<file path="src/rtl/display_pkg.sv">
// Shared definitions for the multiplexed 7-segment display scanner.
// Holds the blank code, the scan state encoding and the digit-index width helper.
// Imported by display_scan_ctrl and scan_timebase.
package display_pkg;

  // Decoder input code that turns every segment off.
  localparam logic [3:0] BLANK_CODE = 4'hF;

  typedef enum logic {
    GUARD = 1'b0,
    SHOW  = 1'b1
  } scan_state_t;

  // Width of a digit index; at least one bit so a single-digit build still has a port.
  function automatic int idx_width(input int n);
    return (n > 1) ? $clog2(n) : 1;
  endfunction

endpackage

</file>
<file path="src/rtl/scan_timebase.sv">
// Slot counter and digit index for the display scan, with strobes that fire one cycle ahead.
// Latency: strobes are decoded combinationally from the registered counters.
// Backpressure: none; the timebase is free-running.
module scan_timebase
  import display_pkg::*;
#(
  parameter int NUM_DIGITS = 4,
  parameter int SCAN_DIV   = 50000,
  parameter int GUARD_CYC  = 500
) (
  input  logic                              clk,
  input  logic                              rst_n,
  output logic [idx_width(NUM_DIGITS)-1:0]  digit_idx,
  output logic                              slot_start,  // first guard cycle of a slot
  output logic                              sample_pt,   // slot_cnt == 1: sample display controls
  output logic                              show_start,  // last guard cycle; SHOW begins next cycle
  output logic                              slot_end,    // last SHOW cycle of the slot
  output logic                              frame_end    // cycle before the last SHOW cycle of the last digit
);

  localparam int IW = idx_width(NUM_DIGITS);
  localparam int CW = $clog2(SCAN_DIV);

  logic [CW-1:0] slot_cnt;

  // Count cycles within a slot and advance the digit at each slot wrap.
  always_ff @(posedge clk or negedge rst_n) begin
    if (!rst_n) begin
      slot_cnt  <= '0;
      digit_idx <= '0;
    end else if (slot_cnt == CW'(SCAN_DIV - 1)) begin
      slot_cnt  <= '0;
      digit_idx <= (digit_idx == IW'(NUM_DIGITS - 1)) ? '0 : digit_idx + IW'(1);
    end else begin
      slot_cnt <= slot_cnt + CW'(1);
    end
  end

  // Strobes are one cycle early where the top registers an output from them.
  assign slot_start = (slot_cnt == '0);
  assign sample_pt  = (slot_cnt == CW'(1));
  assign show_start = (slot_cnt == CW'(GUARD_CYC - 1));
  assign slot_end   = (slot_cnt == CW'(SCAN_DIV - 1));
  assign frame_end  = (slot_cnt == CW'(SCAN_DIV - 2)) && (digit_idx == IW'(NUM_DIGITS - 1));

endmodule

</file>
<file path="src/rtl/display_scan_ctrl.sv">
// Time-multiplexes one BCD-to-7-segment decoder over NUM_DIGITS anodes with guard, blink, blank and LZ suppression.
// Latency: digits snapshotted at frame start; bcd_out valid from first SHOW cycle; inputs visible within one frame.
// Backpressure: none; scanning is free-running and all outputs are registered.
module display_scan_ctrl
  import display_pkg::*;
#(
  parameter int NUM_DIGITS   = 4,
  parameter int SCAN_DIV     = 50000,
  parameter int GUARD_CYC    = 500,
  parameter int BLINK_FRAMES = 125
) (
  input  logic                              clk,
  input  logic                              rst_n,
  input  logic [4*NUM_DIGITS-1:0]           digits,
  input  logic [NUM_DIGITS-1:0]             blink_mask,
  input  logic                              blank_all,
  input  logic                              lz_blank,
  output logic [3:0]                        bcd_out,
  output logic [NUM_DIGITS-1:0]             anode_n,
  output logic [idx_width(NUM_DIGITS)-1:0]  digit_idx,
  output logic                              frame_done
);

  localparam int BW = $clog2(BLINK_FRAMES + 1);

  logic slot_start, sample_pt, show_start, slot_end, frame_end;

  scan_state_t                  state;
  logic [NUM_DIGITS-1:0][3:0]   snapshot;
  logic                         blink_phase;
  logic [BW-1:0]                blink_cnt;
  logic                         blank_q;

  logic [NUM_DIGITS-1:0]        lz_vec;
  logic                         lz_run;
  logic                         blank_now;
  logic                         blank_eff;

  scan_timebase #(
    .NUM_DIGITS (NUM_DIGITS),
    .SCAN_DIV   (SCAN_DIV),
    .GUARD_CYC  (GUARD_CYC)
  ) u_timebase (
    .clk        (clk),
    .rst_n      (rst_n),
    .digit_idx  (digit_idx),
    .slot_start (slot_start),
    .sample_pt  (sample_pt),
    .show_start (show_start),
    .slot_end   (slot_end),
    .frame_end  (frame_end)
  );

  // lz_vec[i] = snapshot digits i..NUM_DIGITS-1 are all zero.
  always_comb begin
    lz_vec = '0;
    lz_run = 1'b1;
    for (int k = NUM_DIGITS - 1; k >= 0; k--) begin
      lz_run    = lz_run & (snapshot[k] == 4'd0);
      lz_vec[k] = lz_run;
    end
  end

  // Blank decision for the current digit; held after the sample point so late control edges cannot glitch SHOW.
  always_comb begin
    blank_now = blank_all
              | (blink_mask[digit_idx] & blink_phase)
              | (lz_blank & (digit_idx != '0) & lz_vec[digit_idx]);
    blank_eff = sample_pt ? blank_now : blank_q;
  end

  // Scan FSM with registered anode, code, frame pulse, snapshot and blink phase.
  always_ff @(posedge clk or negedge rst_n) begin
    if (!rst_n) begin
      state       <= GUARD;
      anode_n     <= '1;
      bcd_out     <= BLANK_CODE;
      frame_done  <= 1'b0;
      blink_phase <= 1'b0;
      blink_cnt   <= '0;
      blank_q     <= 1'b0;
      snapshot    <= {NUM_DIGITS{BLANK_CODE}};
    end else begin
      // Whole-frame snapshot keeps a half-updated time value off the display.
      if (slot_start && (digit_idx == '0)) begin
        snapshot <= digits;
      end

      if (sample_pt) begin
        bcd_out <= blank_now ? BLANK_CODE : snapshot[digit_idx];
        blank_q <= blank_now;
      end

      case (state)
        GUARD: begin
          if (show_start) begin
            state   <= SHOW;
            anode_n <= blank_eff ? '1 : ~(NUM_DIGITS'(1) << digit_idx);
          end
        end
        SHOW: begin
          if (slot_end) begin
            state   <= GUARD;
            anode_n <= '1;
          end
        end
        default: begin
          state   <= GUARD;
          anode_n <= '1;
        end
      endcase

      frame_done <= frame_end;

      if (frame_done) begin
        if (blink_cnt == BW'(BLINK_FRAMES - 1)) begin
          blink_cnt   <= '0;
          blink_phase <= ~blink_phase;
        end else begin
          blink_cnt <= blink_cnt + BW'(1);
        end
      end
    end
  end

endmodule

</file>
<file path="config.mk">
export PLATFORM = sky130hd
export DESIGN_NAME = display_scan_ctrl
export DESIGN_NICKNAME = d
export VERILOG_FILES = /design/src/rtl/display_pkg.sv /design/src/rtl/scan_timebase.sv /design/src/rtl/display_scan_ctrl.sv
export SDC_FILE = /design/constraint.sdc
export NUM_CORES = 1
export LEC_CHECK = 0
export CAP_MARGIN = 15
export CELL_PAD_IN_SITES_DETAIL_PLACEMENT = 1
export CELL_PAD_IN_SITES_GLOBAL_PLACEMENT = 1
export CORE_ASPECT_RATIO = 1.1
export CORE_MARGIN = 8
export CORE_UTILIZATION = 47
export CTS_CLUSTER_DIAMETER = 200
export DETAILED_ROUTE_END_ITERATION = 10
export PLACE_DENSITY_LB_ADDON = 0.1
export REMOVE_ABC_BUFFERS = 1
export SYNTH_ARGS = -nofsm -noshare
export SYNTH_HDL_FRONTEND = slang
export SYNTH_SLANG_ARGS = --single-unit
</file>
<file path="constraint.sdc">
create_clock -name clk -period 3 [get_ports clk]
set_input_delay 0.45 -clock clk [delete_from_list [all_inputs] [get_ports clk]]
set_output_delay 0.45 -clock clk [all_outputs]
set_load 0.02 [all_outputs]
</file>
==> results_dict.tcl <==
set metrics [dict create \
    whs_ps 265 \
    yosysMostFrequentCell "dfrtp_1" \
    hpwl_mm 4.63 \
    cpPeakStageDelay_ps 710 \
    ir_worst_vdd_mv 0.229 \
    max_cap_viol_count 0 \
    grt_pass1_wl_mm 10.0 \
    slew_headroom 0.389 \
    synth_flop_cell "dfrtp_1" \
    outcome "complete, no violations" \
    postSynthAreaPerCell_um2 11.3 \
    register_area_mm2 0.00136 \
    dr.pass1.iters 4 \
    cts_tree "built" \
    max_freq_mhz 470 \
    place_area_mm2 0.00309 \
    rows 29 \
    ys_seq_elements 53 \
    avgRoutedWirePerCell_um 17.4 \
    worstPathMaxFanout 12 \
    drtIter0Drc 139 \
    end_kind "output port" \
    drive_gt1_frac 0.226 \
    crit_slowest_cell "clkdlybuf4s50_1" \
    area_growth_pct 18.4 \
    fin_crit_ps 2130 \
    fill_cells 658 \
    drc 0 \
    skew_ps 10.4 \
    grt-ovfl-total 0 \
    antennaDiodeCount 0 \
    slew_violations 0 \
    hold_class "in2async" \
    synth_top_area_frac 0.270 \
    netlist_area_mm2 0.00269 \
    drt_wl_total_mm 6.10 \
    ys_top_cells_by_area "dfrtp_1 (27%), dfstp_2 (23%), mux2_2 (6.7%), ha_1 (4.7%), nor2_1 (3.5%)" \
    first_global_vias 2047 \
    io_pins 35 \
    multiInputGateArea_mm2 0.00125 \
    vias_per_cell 5.55 \
    core_area_mm2 0.00566 \
    period_share 0.709 \
    crit_chain "clkdlybuf4s50_1" \
    leakagePower_nw 1.26 \
    fin_tns_setup_ps 0 \
    ant_nets 0 \
    antenna_found_initial 0 \
    gp_congestion 0.775 \
    port-buffer-count 34 \
    synthCells 238 \
    cp.required_ps 2550 \
    die_w_um 88.1 \
    holdBufCountCts 0 \
    die-area_mm2 0.00840 \
    grt_usage 0.155 \
    grt_max_degree 43 \
    cts-root-buf "clkbuf_8" \
    async_flop_share 1.00 \
    path_buf_inv 1 \
    cts_resized 0 \
    ys_types 41 \
    clockBufferDepth 2 \
    clk_latency_ps 310 \
    layout.cells.non_filler 351 \
    final-hold-violation-count 0 \
    setup_viol 0 \
    cp-start-kind "flop" \
    initial_core_util 0.475 \
    powerDensity_mw_per_mm2 391 \
    cts.clk_slew.worst_paths_ps 100 \
    synth_commonest_cells "dfrtp_1 (29), nor2_1 (25), dfstp_2 (24)" \
    rsz0062_at_grt "no" \
    worstSetupPathType "reg2out" \
    clkSinkCount 53 \
    crit_family "buffers and inverters" \
    arrival_ps 1680 \
    synth-edff-count 0 \
    htreeDepth 2 \
    final_area_mm2 0.00318 \
    worst_pin_slew_ps 917 \
    numCtsBuffers 5 \
    yosysSeqAreaShare 0.504 \
    dieHeight_um 95.3 \
    cts_setup_buffers 0 \
    placed_cells 343 \
    yosysWarnings 0 \
    yosysTopAreaCell "dfrtp_1" \
    dr_total_vias 1949 \
    fin_nets 307 \
]
-- registers in the layout (all words and copies together) (netlist names) --
signal and flops:
anode_n 4, snapshot 16, blank_q 1, blink_cnt 7, frame_done 1, u_timebase.slot_cnt 16
bcd_out 4, blink_phase 1, u_timebase.digit_idx 2, state 1
-- metrics by stage --
stage | worst slack, ps | utilization | total power [mW]
after floorplan | 1040 | - | 0.784
after detailed placement | 892 | 0.547 | 0.842
after global routing | 789 | 0.563 | 1.29
after CTS | 864 | 0.563 | 1.26
after global placement | 971 | 0.547 | 0.840
final | 872 | 0.563 | 1.25
-- cell usage in the layout, fill, tap and decap left out, drive strengths merged --
cell type	synthesis	routed
xnor2	9	9
and2	1	1
a21oi	7	7
nand3	11	11
or4	2	2
o221ai	1	1
mux2	16	16
clkdlybuf4s50	0	33
nand3b	1	1
a22oi	4	4
nor4b	2	2
dfstp	24	24
nand2b	2	2
mux2i	2	2
dfrtp	29	29
nand4	12	12
and4	6	6
o211ai	1	1
o21ai	8	8
nor4	7	7
or2	1	1
nor2	25	25
a211o	1	1
mux4	4	4
and3	3	3
a32oi	1	1
ha	10	10
nand2	13	13
xor2	8	8
buf	2	2
inv	12	12
and3b	1	1
or4b	1	1
nor3	5	5
or3	1	1
clkbuf	5	8
-- cell families (layout without fill, tap and decap cells) --
kind of cell,after synthesis,after routing,synth area share
xor+xnor,17,17,0.0554
buf+inv,19,55,0.0298
compound gates,23,23,0.0516
fa+ha+maj,10,10,0.0465
simple gates,94,94,0.205
flops,53,53,0.504
mux,22,22,0.108
-- metal layers --
layer | global-route usage | vias up | wire length [µm]
li1 | - | 921 | -
met1 | 0.191 | 993 | 2660
met2 | 0.256 | 26 | 3140
met3 | 0.0379 | 9 | 199
met4 | 0.0578 | 0 | 105
met5 | 0 | - | 0
-- path summary, 6_finish.rpt --
kind / to / slack (ps) / startpoint / cells after the start
max: digit_idx[1] / 870 / u_timebase.digit_idx[1] / 1
min: u_timebase.slot_cnt[1] / 260 / rst_n / 1
max reg2reg: anode_n[0] / 880 / u_timebase.slot_cnt[3] / 4
min reg2reg: anode_n[3] / 490 / anode_n[3] / 2
max in group asynchronous: bcd_out[1] / 1940 / rst_n / 2
min in group clk: anode_n[3] / 490 / anode_n[3] / 2
-- area by class of cell --
class                   count  area share
well taps                  77      0.0303
inverters                  12      0.0141
clock buffers               8      0.0283
multi-input cells         166       0.394
repair buffers             35       0.108
flip-flops and latches     53       0.426
-- power by group --
group          switching [mW]  internal, mW  total, mW  leakage (nW)
combinational          0.0303        0.0453     0.0756         0.578
clock                   0.231         0.189      0.420        0.0455
sequential             0.0113         0.740      0.751         0.640
total                   0.272         0.974       1.25          1.26
(Power assumes the default switching activity.)
